## config.mk

```make
export PLATFORM = sky130hd
export DESIGN_NAME = stream_pooler
export DESIGN_NICKNAME = d
export VERILOG_FILES = /design/src/rtl/pool_pkg.sv /design/src/rtl/pool_reduce.sv /design/src/rtl/stream_pooler.sv
export SDC_FILE = /design/constraint.sdc
export NUM_CORES = 1
export LEC_CHECK = 0
export CORE_MARGIN = 1
export CORE_UTILIZATION = 30
export CTS_CLUSTER_SIZE = 20
export DETAILED_ROUTE_END_ITERATION = 10
export DONT_BUFFER_PORTS = 1
export PLACE_DENSITY = 0.44
export SYNTH_ARGS = -nofsm -noshare
export SYNTH_HDL_FRONTEND = slang
export SYNTH_SLANG_ARGS = --single-unit
export TNS_END_PERCENT = 5
```

## constraint.sdc

```tcl
create_clock -name clk -period 5.4 [get_ports clk]
set_input_delay 0 -clock clk [delete_from_list [all_inputs] [get_ports clk]]
set_output_delay 0 -clock clk [all_outputs]
set_load 0.02 [all_outputs]
```

## src/rtl/pool_pkg.sv

```systemverilog
// Shared definitions for the streaming pooler: mode encoding, a constant
// clog2 and the derived widths used by stream_pooler and pool_reduce.
package pool_pkg;

  localparam logic POOL_MAX = 1'b0;
  localparam logic POOL_AVG = 1'b1;

  // Ceiling log2 usable in parameter expressions.
  function automatic int clog2(input int value);
    int r;
    int v;
    r = 0;
    v = value - 1;
    while (v > 0) begin
      r++;
      v = v >> 1;
    end
    return r;
  endfunction

  // Number of pooled results per row and per column.
  function automatic int out_dim(input int m, input int p);
    return m / p;
  endfunction

  // Accumulator width: room for the sum of P*P unsigned N-bit samples.
  function automatic int acc_width(input int n, input int p);
    return n + 2 * clog2(p);
  endfunction

endpackage

```

## src/rtl/pool_reduce.sv

```systemverilog
// Combinational window combine: folds one sample into a partial window
// result. A window's first sample replaces the stale accumulator contents.
module pool_reduce
  import pool_pkg::*;
#(
  parameter int N     = 16,
  parameter int ACC_W = 18
) (
  input  logic [ACC_W-1:0] acc,
  input  logic [N-1:0]     sample,
  input  logic             mode,
  input  logic             first,
  output logic [ACC_W-1:0] next_acc
);

  logic [ACC_W-1:0] sample_ext;

  assign sample_ext = ACC_W'(sample);

  // Next accumulator value: load, running max or running sum.
  always_comb begin
    // NOTE: next_acc gets a default before any branch, so no path leaves it
    // unassigned and no latch is inferred.
    next_acc = sample_ext;
    if (!first) begin
      if (mode == POOL_AVG) begin
        next_acc = acc + sample_ext;
      end else if (acc > sample_ext) begin
        next_acc = acc;
      end
    end
  end

endmodule

```

## src/rtl/stream_pooler.sv

```systemverilog
// Streaming 2-D max/average pooler. Takes an M x M map in raster order and
// emits (M/P) x (M/P) results in raster order, holding only one row of
// partial window accumulators. Optional macro POOL_ROUND_EN makes average
// mode round half up (with saturation) instead of truncating.
module stream_pooler
  import pool_pkg::*;
#(
  parameter int N = 16,
  parameter int M = 8,
  parameter int P = 2
) (
  input  logic         clk,
  input  logic         rst,
  input  logic         mode,
  input  logic [N-1:0] in_data,
  input  logic         in_valid,
  output logic         in_ready,
  output logic [N-1:0] out_data,
  output logic         out_valid,
  input  logic         out_ready,
  output logic         out_last,
  output logic         busy
);

  localparam int LOG_P   = clog2(P);
  localparam int SHIFT   = 2 * LOG_P;
  localparam int ACC_W   = acc_width(N, P);
  localparam int OUT_DIM = out_dim(M, P);
  localparam int CNT_W   = (clog2(M) > 0) ? clog2(M) : 1;
  localparam int OC_W    = (clog2(OUT_DIM) > 0) ? clog2(OUT_DIM) : 1;
  localparam logic [CNT_W-1:0] LAST_IDX = CNT_W'(M - 1);

  logic [CNT_W-1:0] col;
  logic [CNT_W-1:0] row;
  logic             mode_q;
  logic [ACC_W-1:0] acc [OUT_DIM];

  logic             in_fire;
  logic             out_fire;
  logic             frame_start;
  logic             frame_end;
  logic             win_first;
  logic             win_done;
  logic             cur_mode;
  logic [OC_W-1:0]  oc;
  logic [ACC_W-1:0] acc_cur;
  logic [ACC_W-1:0] acc_next;
  logic [N-1:0]     avg_val;
  logic [N-1:0]     result;

  // A held, untaken result is the only thing that stalls the input.
  assign in_ready = !(out_valid && !out_ready);
  assign in_fire  = in_valid && in_ready;
  assign out_fire = out_valid && out_ready;

  assign frame_start = (row == '0) && (col == '0);
  assign frame_end   = (row == LAST_IDX) && (col == LAST_IDX);
  assign win_first   = (row[LOG_P-1:0] == '0) && (col[LOG_P-1:0] == '0);
  assign win_done    = (&row[LOG_P-1:0]) && (&col[LOG_P-1:0]);

  // Pixel (0,0) uses the live mode input; the rest of the frame the latched one.
  assign cur_mode = frame_start ? mode : mode_q;
  assign oc       = OC_W'(col >> LOG_P);
  assign acc_cur  = acc[oc];

  pool_reduce #(
    .N    (N),
    .ACC_W(ACC_W)
  ) u_reduce (
    .acc     (acc_cur),
    .sample  (in_data),
    .mode    (cur_mode),
    .first   (win_first),
    .next_acc(acc_next)
  );

`ifdef POOL_ROUND_EN
  // Half an LSB of the scaled result, added before the shift.
  localparam logic [ACC_W:0] HALF = {{(ACC_W + 1 - SHIFT){1'b0}}, 1'b1, {(SHIFT - 1){1'b0}}};

  logic [ACC_W:0]       rounded;
  logic [ACC_W-SHIFT:0] scaled;

  assign rounded = {1'b0, acc_next} + HALF;
  assign scaled  = rounded[ACC_W:SHIFT];
  assign avg_val = scaled[N] ? '1 : scaled[N-1:0];
`else
  assign avg_val = acc_next[ACC_W-1:SHIFT];
`endif

  assign result = (cur_mode == POOL_AVG) ? avg_val : acc_next[N-1:0];

  // Raster counters, frame mode latch, busy flag and the output register.
  always_ff @(posedge clk) begin
    if (rst) begin
      col       <= '0;
      row       <= '0;
      mode_q    <= POOL_MAX;
      out_valid <= 1'b0;
      out_last  <= 1'b0;
      out_data  <= '0;
      busy      <= 1'b0;
    end else begin
      if (out_fire) begin
        out_valid <= 1'b0;
        out_last  <= 1'b0;
      end
      if (in_fire) begin
        if (frame_start) begin
          mode_q <= mode;
        end
        if (col == LAST_IDX) begin
          col <= '0;
          row <= (row == LAST_IDX) ? '0 : row + 1'b1;
        end else begin
          col <= col + 1'b1;
        end
        // NOTE: the last non-blocking assignment in a block wins, so a new
        // result here overrides the clear above when both happen in one cycle.
        if (win_done) begin
          out_valid <= 1'b1;
          out_data  <= result;
          out_last  <= frame_end;
        end
      end
      if (in_fire && frame_start) begin
        busy <= 1'b1;
      end else if (out_fire && out_last) begin
        busy <= 1'b0;
      end
    end
  end

  // One partial window per output column, updated on every accepted pixel.
  // NOTE: the accumulator array is deliberately not reset; each window's first
  // pixel overwrites its entry, so stale contents are never observed.
  always_ff @(posedge clk) begin
    if (in_fire) begin
      acc[oc] <= acc_next;
    end
  end

endmodule
```

==> metrics.md <==
| Metric | Value |
|---|---|
| Share of total power in the clock network | approximately a third |
| Die area | roughly 0.019 mm^2 |
| GRT Util Overall | 17.7% |
| Initial antenna violation count | 0 |
| GR Overflow Total | 0 |
| Synth async-reset ratio | 0% |
| Flop pwr share | 43.5% |
| Final Hold Viols | 0 |
| H-tree depth | 3 |
| Reg clk slew, reported paths | around 0.08 ns |
| YS warnings | 0 |
| Worst Hold Class | input port to flop |
| Post-synth top area share | 39.1% |
| Area contributors post-synth | edfxtp_1 (39%), dfxtp_1 (10%), ha_1 (8.6%) |
| Post-Syn Area | about 0.0055 mm^2 |
| Vias in the first global route | between 3,000 and 4,000 |
| Initial DRC count | approximately 220 |
| Routed Antenna Nets | 0 |
| Sink Count | 100 |
| Max IR drop VDD | 0.000190 V |
| Remaining routing DRC violations | 0 |
| P per Cell Area | between 300 and 400 mW/mm^2 |
| Detail Placement HPWL | roughly 12 mm |
| Synth cell count leaders | edfxtp_1 (72), nor2_1 (49), a21oi_1 (38), ha_1 (38), inv_1 (32) |
| Share of cells above drive strength 1 | 14.4% |
| Worst-path maximum fanout | 10 |
| Post-detailed-route via-to-cell ratio | ~5.3 |
| EDFF count, synth | 72 |
| Clock Skews | between 0.01 and 0.015 ns |
| Pin count of the biggest net entering global routing | 27 |
| Die Height | 138 um |
| Pwr Total | 2.01 mW |
| Routed WL | approximately 16 mm |
| Post-synthesis cell count | 483 |
| Post_cts resized | 0 |
| IO Pins | 41 |
| Outcome | finished, final reports clean |
| Sequential fraction of the synthesis area | approximately half |
| Flops & latches, synth | 100 |
| Leakage power | roughly 2.2 nW |
| Max_slew headroom | between 20 and 25% |
| Combinational share of power | around 23% |
| CTS tree | yes |
| HP Start | in_data[10] |
| Global placer's final weighted congestion | between 0.8 and 0.9 |
| Sw power | 0.636 mW |
| Largest area contributor in the netlist | edfxtp_1 |
| Max clock buf depth | 2 |
| Cts bufs inserted | 9 |
| CORE AREA | 0.0180 mm^2 |
| Distinct cells, synth | 71 |
| Row cnt | 49 |
| Sw Share | 31.7% |
| Diode count | 0 |
| Initial core utilization | 30.7% |
| First-pass GRT wire length | ~24 mm |
| First drt pass iteration count | 5 |
| Routed len/inst | approximately 22 um |
| CTS Root Cell | clkbuf_16 |
| Final net count | between 500 and 600 |
| WS Path Type | flop to flop |
| Die width | 138 um |
| Vias | between 3,000 and 4,000 |
| Pint | ~1.4 mW |
| Final Setup Violations | 0 |
| Syn avg cell area | between 10 and 15 um^2 |
| Main synth FF type | edfxtp_1 |
| MaxCap Viol Count | 0 |
| Sum of negative setup slack | 0 ns |
| Min Tclk post-route | between 4 and 5 ns |
| Slew @ Worst Pin | roughly 1.2 ns |
| Worst-skew pair later-pin latency | about 0.36 ns |
| Period utilisation layout | about 82% |
| Kind of start point of the critical path | flop |
| I/O Buffers | 0 |
| Critical path arrival | 4.74 ns |
| Max Freq | ~230 MHz |
| Unrepaired setup endpoints after global routing | false |
| Post-CTS Setup Bufs | 0 |
| Mapped Nets | roughly 540 |
| Final Max Slew Viols | 0 |
| Worst Path Required | ~5.7 ns |
| Worst Setup End Kind | flop |
| Cell with the most instances after synthesis | edfxtp_1 |
| Area growth from synthesis to layout | 12.8% |
[path summary, 6_finish.rpt]
kind	end	slack (ns)	cells past startpoint
max	out_data[11]	0.97	12
min	acc[0][10]	0.02	2
max reg2reg	out_data[11]	0.97	12
min reg2reg	row[1]	0.48	2
[per-stage QoR]
step	hold WS [ns]	util, %	cell area (um^2)	setup slack, ns	std cells
floorplan	0.147	-	5540	1.78	483
global placement	0.0754	32.3	5820	1.40	702
detailed placement	0.0731	32.3	5820	1.34	702
CTS	0.0202	34.6	6240	0.977	728
global route	0.0524	34.6	6240	0.634	728
finish	0.0234	34.6	6240	0.971	728
[timing repair]
item                       in CTS  in global routing
hold buffers                   10                  0
setup endpoints to repair       0                  0
hold endpoints to repair       48                  0
[final cells by class]
cell class,instances,area (um^2)
multi-input combinational,331,2620
inverter,32,120
tap,229,287
sequential,100,2720
fill,1803,11800
clock inverter,7,86.3
timing repair buffer,20,185
clock buffer,9,225
[per-layer routing]
| layer | up-vias | share of wire (%) | global-route usage (%) | wire, um |
|---|---|---|---|---|
| li1 | 1830 | - | - | - |
| met1 | 1899 | 46 | 23.8 | 7230 |
| met2 | 90 | 47 | 28.4 | 7360 |
| met3 | 16 | 5.8 | 4.34 | 916 |
| met4 | 0 | 1.7 | 4.89 | 265 |
| met5 | - | 0 | 0 | 0 |
[cell families (layout without fill, tap and decap cells)]
logic type      Yosys count  count (layout)  synth area share, %
simple gates            131             131                 11.7
compound gates          119             119                 15.0
flops                   100             100                 49.2
buf+inv                  52              68                 3.80
fa+ha+maj                39              39                 8.95
mux                      25              25                 8.70
xor+xnor                 17              17                 2.69
[critical path, stage by stage, from the launching register on]
cell	delay [ns]
dfxtp_1	0.60
buf_4	0.33
mux4_2	0.38
ha_1	0.40
a21oi_1	0.16
o21ai_0	0.12
a2111oi_1	0.63
o211ai_2	0.32
nand3_4	0.25
o22ai_1	0.14
a211o_1	0.30
a211oi_2	0.17
dlygate4sd3_1	0.56
[sequential cells by signal, summed over array words and instances, names as in the netlist, named ones only]
signal     count
out_data      16
out_valid      1
row            3
out_last       1
busy           1
col            3
mode_q         1
acc           72
[power groups by stage]
| stage | clock [mW] | combinational (mW) | sequential, mW |
|---|---|---|---|
| after floorplan | 0 | 0.334 | 0.887 |
| after global placement | 0 | 0.451 | 0.890 |
| after detailed placement | 0 | 0.450 | 0.891 |
| after CTS | 0.687 | 0.465 | 0.873 |
| after global routing | 0.715 | 0.510 | 0.876 |
| final | 0.671 | 0.462 | 0.873 |
[cells in the final DEF, fill, tap and decap left out, types with 3 or more instances in the layout]
| master | instances |
|---|---|
| a21o_1 | 4 |
| edfxtp_1 | 72 |
| a211oi_1 | 7 |
| o22ai_1 | 9 |
| nor2_4 | 3 |
| mux4_2 | 18 |
| xor2_1 | 6 |
| a221oi_1 | 3 |
| nor3_1 | 12 |
| a211oi_2 | 3 |
| dlygate4sd3_1 | 9 |
| nand3_1 | 12 |
| dfxtp_1 | 28 |
| xnor2_1 | 11 |
| nor2_1 | 49 |
| clkbuf_16 | 9 |
| o21ai_1 | 3 |
| o211ai_1 | 4 |
| o21ai_0 | 12 |
| mux2i_1 | 4 |
| a22oi_1 | 4 |
| inv_1 | 32 |
| nor3_2 | 3 |
| a21oi_1 | 38 |
| a31oi_1 | 3 |
| ha_1 | 38 |
| nand2_1 | 28 |
| buf_4 | 10 |
| nand2b_1 | 5 |
Note: power is estimated with default switching activity, not from simulation.
